$ cat config.mk
export PLATFORM = sky130hd
export DESIGN_NAME = mcl_host_pkt_gearbox
export DESIGN_NICKNAME = d
export VERILOG_FILES = /design/src/rtl/mcl_host_pkt_gearbox.sv
export SDC_FILE = /design/constraint.sdc
export NUM_CORES = 1
export LEC_CHECK = 0
export CELL_PAD_IN_SITES_DETAIL_PLACEMENT = 1
export CELL_PAD_IN_SITES_GLOBAL_PLACEMENT = 1
export CORE_MARGIN = 4
export CORE_UTILIZATION = 52
export DETAILED_ROUTE_END_ITERATION = 8
export DONT_BUFFER_PORTS = 1
export PLACE_DENSITY = 0.92
export REMOVE_ABC_BUFFERS = 1
export SYNTH_ARGS = -nofsm -noshare
export SYNTH_HDL_FRONTEND = slang
export SYNTH_SLANG_ARGS = --single-unit
$ cat constraint.sdc
create_clock -name clk_i -period 6.77 [get_ports clk_i]
set_input_delay 1.354 -clock clk_i [delete_from_list [all_inputs] [get_ports clk_i]]
set_output_delay 1.354 -clock clk_i [all_outputs]
set_load 0.1 [all_outputs]
$ cat src/rtl/mcl_host_pkt_gearbox.sv
// Width gearbox between 32-bit host words and 128-bit manycore-link packets, with request credit gating.
// Optional packet counters are built when MCL_GEARBOX_PKT_COUNT_EN is defined.
module mcl_host_pkt_gearbox #(
   parameter  int word_width_p = 32,
   parameter  int pkt_width_p  = 128,
   parameter  int credits_p    = 32,
   localparam int credit_w_lp  = $clog2(credits_p + 1)
) (
   input  logic                    clk_i,
   input  logic                    reset_n_i,
   // request path: host words in, packets out
   input  logic                    req_word_v_i,
   input  logic [word_width_p-1:0] req_word_i,
   output logic                    req_word_ready_o,
   output logic                    req_pkt_v_o,
   output logic [pkt_width_p-1:0]  req_pkt_o,
   input  logic                    req_pkt_ready_i,
   // credit bookkeeping
   input  logic                    credit_return_i,
   output logic [credit_w_lp-1:0]  credits_o,
   output logic                    credit_overflow_o,
   // response path: packets in, host words out
   input  logic                    rsp_pkt_v_i,
   input  logic [pkt_width_p-1:0]  rsp_pkt_i,
   output logic                    rsp_pkt_ready_o,
   output logic                    rsp_word_v_o,
   output logic [word_width_p-1:0] rsp_word_o,
   input  logic                    rsp_word_ready_i,
   // packet counters
   output logic [31:0]             req_pkt_count_o,
   output logic [31:0]             rsp_pkt_count_o
);

   localparam int                     words_lp       = pkt_width_p / word_width_p;
   localparam int                     idx_w_lp       = $clog2(words_lp);
   localparam logic [idx_w_lp-1:0]    last_idx_lp    = idx_w_lp'(words_lp - 1);
   localparam logic [credit_w_lp-1:0] credits_max_lp = credit_w_lp'(credits_p);
   localparam int                     rest_w_lp      = pkt_width_p - word_width_p;

   typedef enum logic {REQ_ASSEMBLE, REQ_FULL} req_state_e;
   typedef enum logic {RSP_IDLE, RSP_SEND} rsp_state_e;

   // ---------------------------------------------------------------- request path
   req_state_e                r_req_state, w_req_state_nxt;
   logic [idx_w_lp-1:0]       r_req_idx, w_req_idx_nxt;
   logic                      r_req_word_ready;
   logic [pkt_width_p-1:0]    r_req_pkt;
   logic [credit_w_lp-1:0]    r_credits, w_credits_nxt;
   logic                      r_credit_overflow, w_overflow_set;
   logic                      w_req_word_hs, w_req_pkt_hs, w_req_pkt_v;

   assign w_req_word_hs = req_word_v_i & r_req_word_ready;
   // The credit gate is the only combinational output path.
   assign w_req_pkt_v   = (r_req_state == REQ_FULL) && (r_credits != '0);
   assign w_req_pkt_hs  = w_req_pkt_v & req_pkt_ready_i;

   always_comb begin
      // NOTE: every signal gets a default first so no path through the case infers a latch.
      w_req_state_nxt = r_req_state;
      w_req_idx_nxt   = r_req_idx;
      unique case (r_req_state)
         REQ_ASSEMBLE: begin
            if (w_req_word_hs) begin
               w_req_idx_nxt = r_req_idx + idx_w_lp'(1);
               if (r_req_idx == last_idx_lp) w_req_state_nxt = REQ_FULL;
            end
         end
         REQ_FULL: begin
            if (w_req_pkt_hs) begin
               w_req_state_nxt = REQ_ASSEMBLE;
               w_req_idx_nxt   = '0;
            end
         end
         default: begin
            w_req_state_nxt = REQ_ASSEMBLE;
            w_req_idx_nxt   = '0;
         end
      endcase
   end

   // NOTE: sequential state uses non-blocking assignments so every flop samples pre-edge values.
   always_ff @(posedge clk_i or negedge reset_n_i) begin
      if (!reset_n_i) begin
         r_req_state      <= REQ_ASSEMBLE;
         r_req_idx        <= '0;
         r_req_word_ready <= 1'b1;
      end else begin
         r_req_state      <= w_req_state_nxt;
         r_req_idx        <= w_req_idx_nxt;
         r_req_word_ready <= (w_req_state_nxt == REQ_ASSEMBLE);
      end
   end

   // NOTE: the packet register is reset (not left as don't-care) because req_pkt_o has a defined reset value.
   always_ff @(posedge clk_i or negedge reset_n_i) begin
      if (!reset_n_i) begin
         r_req_pkt <= '0;
      end else if (w_req_word_hs) begin
         for (int i = 0; i < words_lp; i++) begin
            if (r_req_idx == idx_w_lp'(i)) r_req_pkt[i*word_width_p +: word_width_p] <= req_word_i;
         end
      end
   end

   always_comb begin
      w_credits_nxt  = r_credits;
      w_overflow_set = 1'b0;
      unique case ({w_req_pkt_hs, credit_return_i})
         2'b10: w_credits_nxt = r_credits - credit_w_lp'(1);
         2'b01: begin
            if (r_credits == credits_max_lp) w_overflow_set = 1'b1;
            else                             w_credits_nxt  = r_credits + credit_w_lp'(1);
         end
         default: w_credits_nxt = r_credits;
      endcase
   end

   always_ff @(posedge clk_i or negedge reset_n_i) begin
      if (!reset_n_i) begin
         r_credits         <= credits_max_lp;
         r_credit_overflow <= 1'b0;
      end else begin
         r_credits         <= w_credits_nxt;
         r_credit_overflow <= r_credit_overflow | w_overflow_set;
      end
   end

   assign req_word_ready_o  = r_req_word_ready;
   assign req_pkt_v_o       = w_req_pkt_v;
   assign req_pkt_o         = r_req_pkt;
   assign credits_o         = r_credits;
   assign credit_overflow_o = r_credit_overflow;

   // --------------------------------------------------------------- response path
   rsp_state_e                r_rsp_state, w_rsp_state_nxt;
   logic [idx_w_lp-1:0]       r_rsp_idx, w_rsp_idx_nxt;
   logic                      r_rsp_pkt_ready, r_rsp_word_v;
   logic [word_width_p-1:0]   r_rsp_word;
   logic [rest_w_lp-1:0]      r_rsp_rest;
   logic                      w_rsp_pkt_hs, w_rsp_word_hs;

   assign w_rsp_pkt_hs  = rsp_pkt_v_i & r_rsp_pkt_ready;
   assign w_rsp_word_hs = r_rsp_word_v & rsp_word_ready_i;

   always_comb begin
      w_rsp_state_nxt = r_rsp_state;
      w_rsp_idx_nxt   = r_rsp_idx;
      unique case (r_rsp_state)
         RSP_IDLE: begin
            if (w_rsp_pkt_hs) begin
               w_rsp_state_nxt = RSP_SEND;
               w_rsp_idx_nxt   = '0;
            end
         end
         RSP_SEND: begin
            if (w_rsp_word_hs) begin
               w_rsp_idx_nxt = r_rsp_idx + idx_w_lp'(1);
               if (r_rsp_idx == last_idx_lp) w_rsp_state_nxt = RSP_IDLE;
            end
         end
         default: begin
            w_rsp_state_nxt = RSP_IDLE;
            w_rsp_idx_nxt   = '0;
         end
      endcase
   end

   always_ff @(posedge clk_i or negedge reset_n_i) begin
      if (!reset_n_i) begin
         r_rsp_state     <= RSP_IDLE;
         r_rsp_idx       <= '0;
         r_rsp_pkt_ready <= 1'b1;
         r_rsp_word_v    <= 1'b0;
      end else begin
         r_rsp_state     <= w_rsp_state_nxt;
         r_rsp_idx       <= w_rsp_idx_nxt;
         r_rsp_pkt_ready <= (w_rsp_state_nxt == RSP_IDLE);
         r_rsp_word_v    <= (w_rsp_state_nxt == RSP_SEND);
      end
   end

   // Word 0 goes straight to the output register; the remaining words shift down behind it.
   always_ff @(posedge clk_i or negedge reset_n_i) begin
      if (!reset_n_i) begin
         r_rsp_word <= '0;
         r_rsp_rest <= '0;
      end else if (w_rsp_pkt_hs) begin
         r_rsp_word <= rsp_pkt_i[word_width_p-1:0];
         r_rsp_rest <= rsp_pkt_i[pkt_width_p-1:word_width_p];
      end else if (w_rsp_word_hs && (r_rsp_idx != last_idx_lp)) begin
         r_rsp_word <= r_rsp_rest[word_width_p-1:0];
         r_rsp_rest <= {{word_width_p{1'b0}}, r_rsp_rest[rest_w_lp-1:word_width_p]};
      end
   end

   assign rsp_pkt_ready_o = r_rsp_pkt_ready;
   assign rsp_word_v_o    = r_rsp_word_v;
   assign rsp_word_o      = r_rsp_word;

   // ------------------------------------------------------------- packet counters
`ifdef MCL_GEARBOX_PKT_COUNT_EN
   logic [31:0] r_req_pkt_count, r_rsp_pkt_count;

   always_ff @(posedge clk_i or negedge reset_n_i) begin
      if (!reset_n_i) begin
         r_req_pkt_count <= '0;
         r_rsp_pkt_count <= '0;
      end else begin
         if (w_req_pkt_hs) r_req_pkt_count <= r_req_pkt_count + 32'd1;
         if (w_rsp_pkt_hs) r_rsp_pkt_count <= r_rsp_pkt_count + 32'd1;
      end
   end

   assign req_pkt_count_o = r_req_pkt_count;
   assign rsp_pkt_count_o = r_rsp_pkt_count;
`else
   assign req_pkt_count_o = '0;
   assign rsp_pkt_count_o = '0;
`endif

endmodule

==> out/summary.json <==
{
  "run_status": {"value": "complete, no violations"},
  "worstMarginPinSlew": {"value": 1.17, "unit": "ns"},
  "grt_start_max_net_pins": {"value": 272},
  "setup.worst_path.start_class": {"value": "register"},
  "sequential_cell_area": {"value": 6790, "unit": "sq um"},
  "worst_path_dominant_cell_family": {"value": "flip-flops"},
  "final_period_minus_worst_setup_slack": {"value": 4.35, "unit": "ns"},
  "drc_errors": {"value": 0},
  "crit_path_top_delay_cell": {"value": "sky130_fd_sc_hd__dfrtp_1"},
  "synth_sequential_area_ratio": {"value": 58.7, "unit": "%"},
  "detailroute.wirelength.met2": {"value": 16800, "unit": "microns"},
  "cts_buffer_count": {"value": 28},
  "multi_input_comb_area": {"value": 4270, "unit": "sq um"},
  "timing_worst_setup_path_type": {"value": "reg2out"},
  "detail_route.first_pass.iterations": {"value": 4},
  "crit_buf_inv": {"value": 0},
  "die_height": {"value": 157, "unit": "microns"},
  "detail_route.vias_per_cell": {"value": 5.80},
  "slew_headroom": {"value": 21.3, "unit": "%"},
  "cts_tree": {"value": "built"},
  "timing.clock.skew": {"value": 0.0232, "unit": "ns"},
  "layout_setup_ws": {"value": 2.42, "unit": "ns"},
  "finalNonFillerCells": {"value": 1294},
  "clk_latency": {"value": 0.55, "unit": "ns"},
  "drive_above_1_share": {"value": 19.2, "unit": "%"},
  "grt_pass1_vias": {"value": 8258},
  "timing.critical_path.depth": {"value": 3},
  "postSynthCellCount": {"value": 1020},
  "clkTransAtPathRegs": {"value": 0.06, "unit": "ns"},
  "num_vias": {"value": 7506},
  "fill_cell_total_of_the_finished_layout": {"value": 2247},
  "met3WireLength": {"value": 2830, "unit": "microns"},
  "yosys_warnings": {"value": 0},
  "antenna_cells_inserted": {"value": 0},
  "dr_iter_0_viols": {"value": 454},
  "initial_utilization": {"value": 52.9, "unit": "%"},
  "finish.net_count": {"value": 1171},
  "grt_setup_unrepaired": {"value": "no"},
  "post_cts.resized_instances": {"value": 0},
  "cp.required": {"value": 5.42, "unit": "ns"},
  "max_freq": {"value": 0.230, "unit": "GHz"},
  "cts_root_buffer": {"value": "sky130_fd_sc_hd__clkbuf_16"},
  "cts.htree.levels": {"value": 1},
  "distinct_cell_type_count_of_the_synthesized_netlist": {"value": 40},
  "synth.avg_cell_area": {"value": 11.3, "unit": "sq um"},
  "grt_util_all_layers": {"value": 24.5, "unit": "%"},
  "dp.final_hpwl": {"value": 21600, "unit": "microns"},
  "holdCritPathClass": {"value": "reg2reg"},
  "grt_first_pass_wirelength": {"value": 47400, "unit": "microns"},
  "pin_count": {"value": 402},
  "worst-path-max-fanout": {"value": 5},
  "area_of_the_die": {"value": 24700, "unit": "sq um"},
  "route.top_layer_used": {"value": "met4"},
  "finalSetupViolCount": {"value": 0},
  "fin_crit_sh": {"value": 64.3, "unit": "%"},
  "final-max-slew-violation-count": {"value": 0},
  "cap_viol_max_count": {"value": 0},
  "gp_congestion": {"value": 0.829},
  "die_x_extent": {"value": 157, "unit": "microns"},
  "cts.path.max_buffers": {"value": 3},
  "mappedNetlistArea": {"value": 11500, "unit": "sq um"},
  "globalRoute.totalOverflow": {"value": 0},
  "clock_sinks": {"value": 271},
  "pre_cts_slack": {"value": 2.99, "unit": "ns"},
  "post-synth-top-area-fraction": {"value": 58.1, "unit": "%"},
  "core_area": {"value": 21800, "unit": "sq um"},
  "routed_wl": {"value": 31800, "unit": "microns"},
  "buffer_ports.inserted": {"value": 0},
  "rows": {"value": 54},
  "antenna_violations_before_repair": {"value": 0},
  "hold_viol_final": {"value": 0},
  "post-cts-setup-buffer-count": {"value": 0},
  "critical_path.cell_chain": {"value": "nor4_2, and2_2, a21boi_2"},
  "postCtsHoldBufs": {"value": 0},
  "reg2reg_depth": {"value": 8},
  "cpPeakStageDelay": {"value": 1.06, "unit": "ns"},
  "hold_depth": {"value": 1},
  "cp-end-kind": {"value": "primary output"},
  "critPathArrivalTime": {"value": 3.00, "unit": "ns"},
  "postSynthRegisterBits": {"value": 271},
  "ant_nets": {"value": 0},
  "met1_length": {"value": 10600, "unit": "microns"},
  "dpl.cell_count": {"value": 1244},
  "growth_of_design_area_from_synthesis_to_finish": {"value": 7.21, "unit": "%"},
  "wl_per_cell": {"value": 24.6, "unit": "microns"},
  "synthTopCellsByArea": {"value": "sky130_fd_sc_hd__dfrtp_1 (58%), sky130_fd_sc_hd__mux2_2 (13%), sky130_fd_sc_hd__nand2_1 (6.7%)"},
  "synth_top_area_cell": {"value": "sky130_fd_sc_hd__dfrtp_1"}
}
[sequential cells by signal, indices dropped and copies added (netlist names)]
signal and flops:
credit_overflow_o 1, r_rsp_rest 96, r_rsp_idx 2, rsp_word_o 32, req_word_ready_o 1, rsp_pkt_ready_o 1, credits_o 6, rsp_word_v_o 1
r_req_idx 2, r_req_state 1, req_pkt_o 128
[synth_stat cells, drive strengths merged]
cell and count:
inv 6, and2 3, xnor2 2, o221ai 1, a21oi 2, nor2 101, o21a 1, o21ai 5
nand2 206, or2 1, ha 9, a21bo 1, o221a 1, fa 1, a41o 1, conb 1
a21boi 1, xor2 3, clkbuf 21, nand4 1, a21o 2, nor4 1, a2111oi 2, and3 3
a31oi 97, dfrtp 268, nand3 4, a31o 1, mux2 132, mux2i 3, dfstp 3, buf 104
a22o 32
[routing by layer]
layer  track usage (%)  up-vias
met4              11.0        0
met1              25.9     3778
li1                  -     3311
met3              7.62       96
met5                 0        -
met2              44.7      321
[kinds of logic after synthesis]
kind of cell | Yosys count | share of synthesized area (%)
other | 1 | 0.0325
xor gates and xnor gates | 5 | 0.379
AOI/OAI and AO/OA | 147 | 9.07
and+or+nand+nor | 320 | 10.7
adders and majority gates | 10 | 1.15
muxes | 135 | 13.2
DFF | 271 | 58.7
buffers and inverters | 131 | 6.69
[worst paths after layout]
kind / start / to / slack (ns)
max: credits_o[0]$_DFFE_PN0P_ / req_pkt_v_o / 2.42
min: r_rsp_rest[81]$_DFFE_PN0P_ / r_rsp_rest[81]$_DFFE_PN0P_ / 0.50
max reg2reg: credits_o[0]$_DFFE_PN0P_ / credits_o[5]$_DFFE_PN1P_ / 3.20
min reg2reg: r_rsp_rest[81]$_DFFE_PN0P_ / r_rsp_rest[81]$_DFFE_PN0P_ / 0.50
max in group asynchronous: reset_n_i / req_pkt_o[3]$_DFFE_PN0P_ / 5.89
min in group asynchronous: reset_n_i / req_pkt_o[37]$_DFFE_PN0P_ / 0.51
[metrics by stage]
stage	setup TNS, ns	util [%]	area (sq um)	hold WS, ns
after global placement	0	52.6	11500	0.482
after detailed placement	0	52.6	11500	0.482
after CTS	0	56.7	12400	0.486
final	0	56.7	12400	0.500
after floorplan	-172.54	-	11000	0.466
after global routing	0	56.7	12400	0.487
[final cells by class]
type	count	share of cell area [%]
clock inverters	4	0.657
flip-flops and latches	271	54.8
inverters	6	0.182
well taps	280	2.83
clock buffers	46	6.69
multi-input cells	681	34.5
repair buffers	6	0.364
[layout by cell type, fill, tap and decap left out, drive strengths merged]
cell and n:
a2111oi 2, a21bo 1, a21boi 1, a21o 2
a21oi 2, a22o 32, a31o 1, a31oi 97
a41o 1, and2 3, and3 3, buf 6
bufinv 2, clkbuf 46, clkinv 2, conb 64
dfrtp 268, dfstp 3, fa 1, ha 9
inv 6, mux2 132, mux2i 3, nand2 206
nand3 4, nand4 1, nor2 101, nor4 1
o21a 1, o21ai 5, o221a 1, o221ai 1
or2 1, xnor2 2, xor2 3
Power is not shown: default switching activity piles up to over one toggle a cycle in this logic, so the estimate is an artifact.
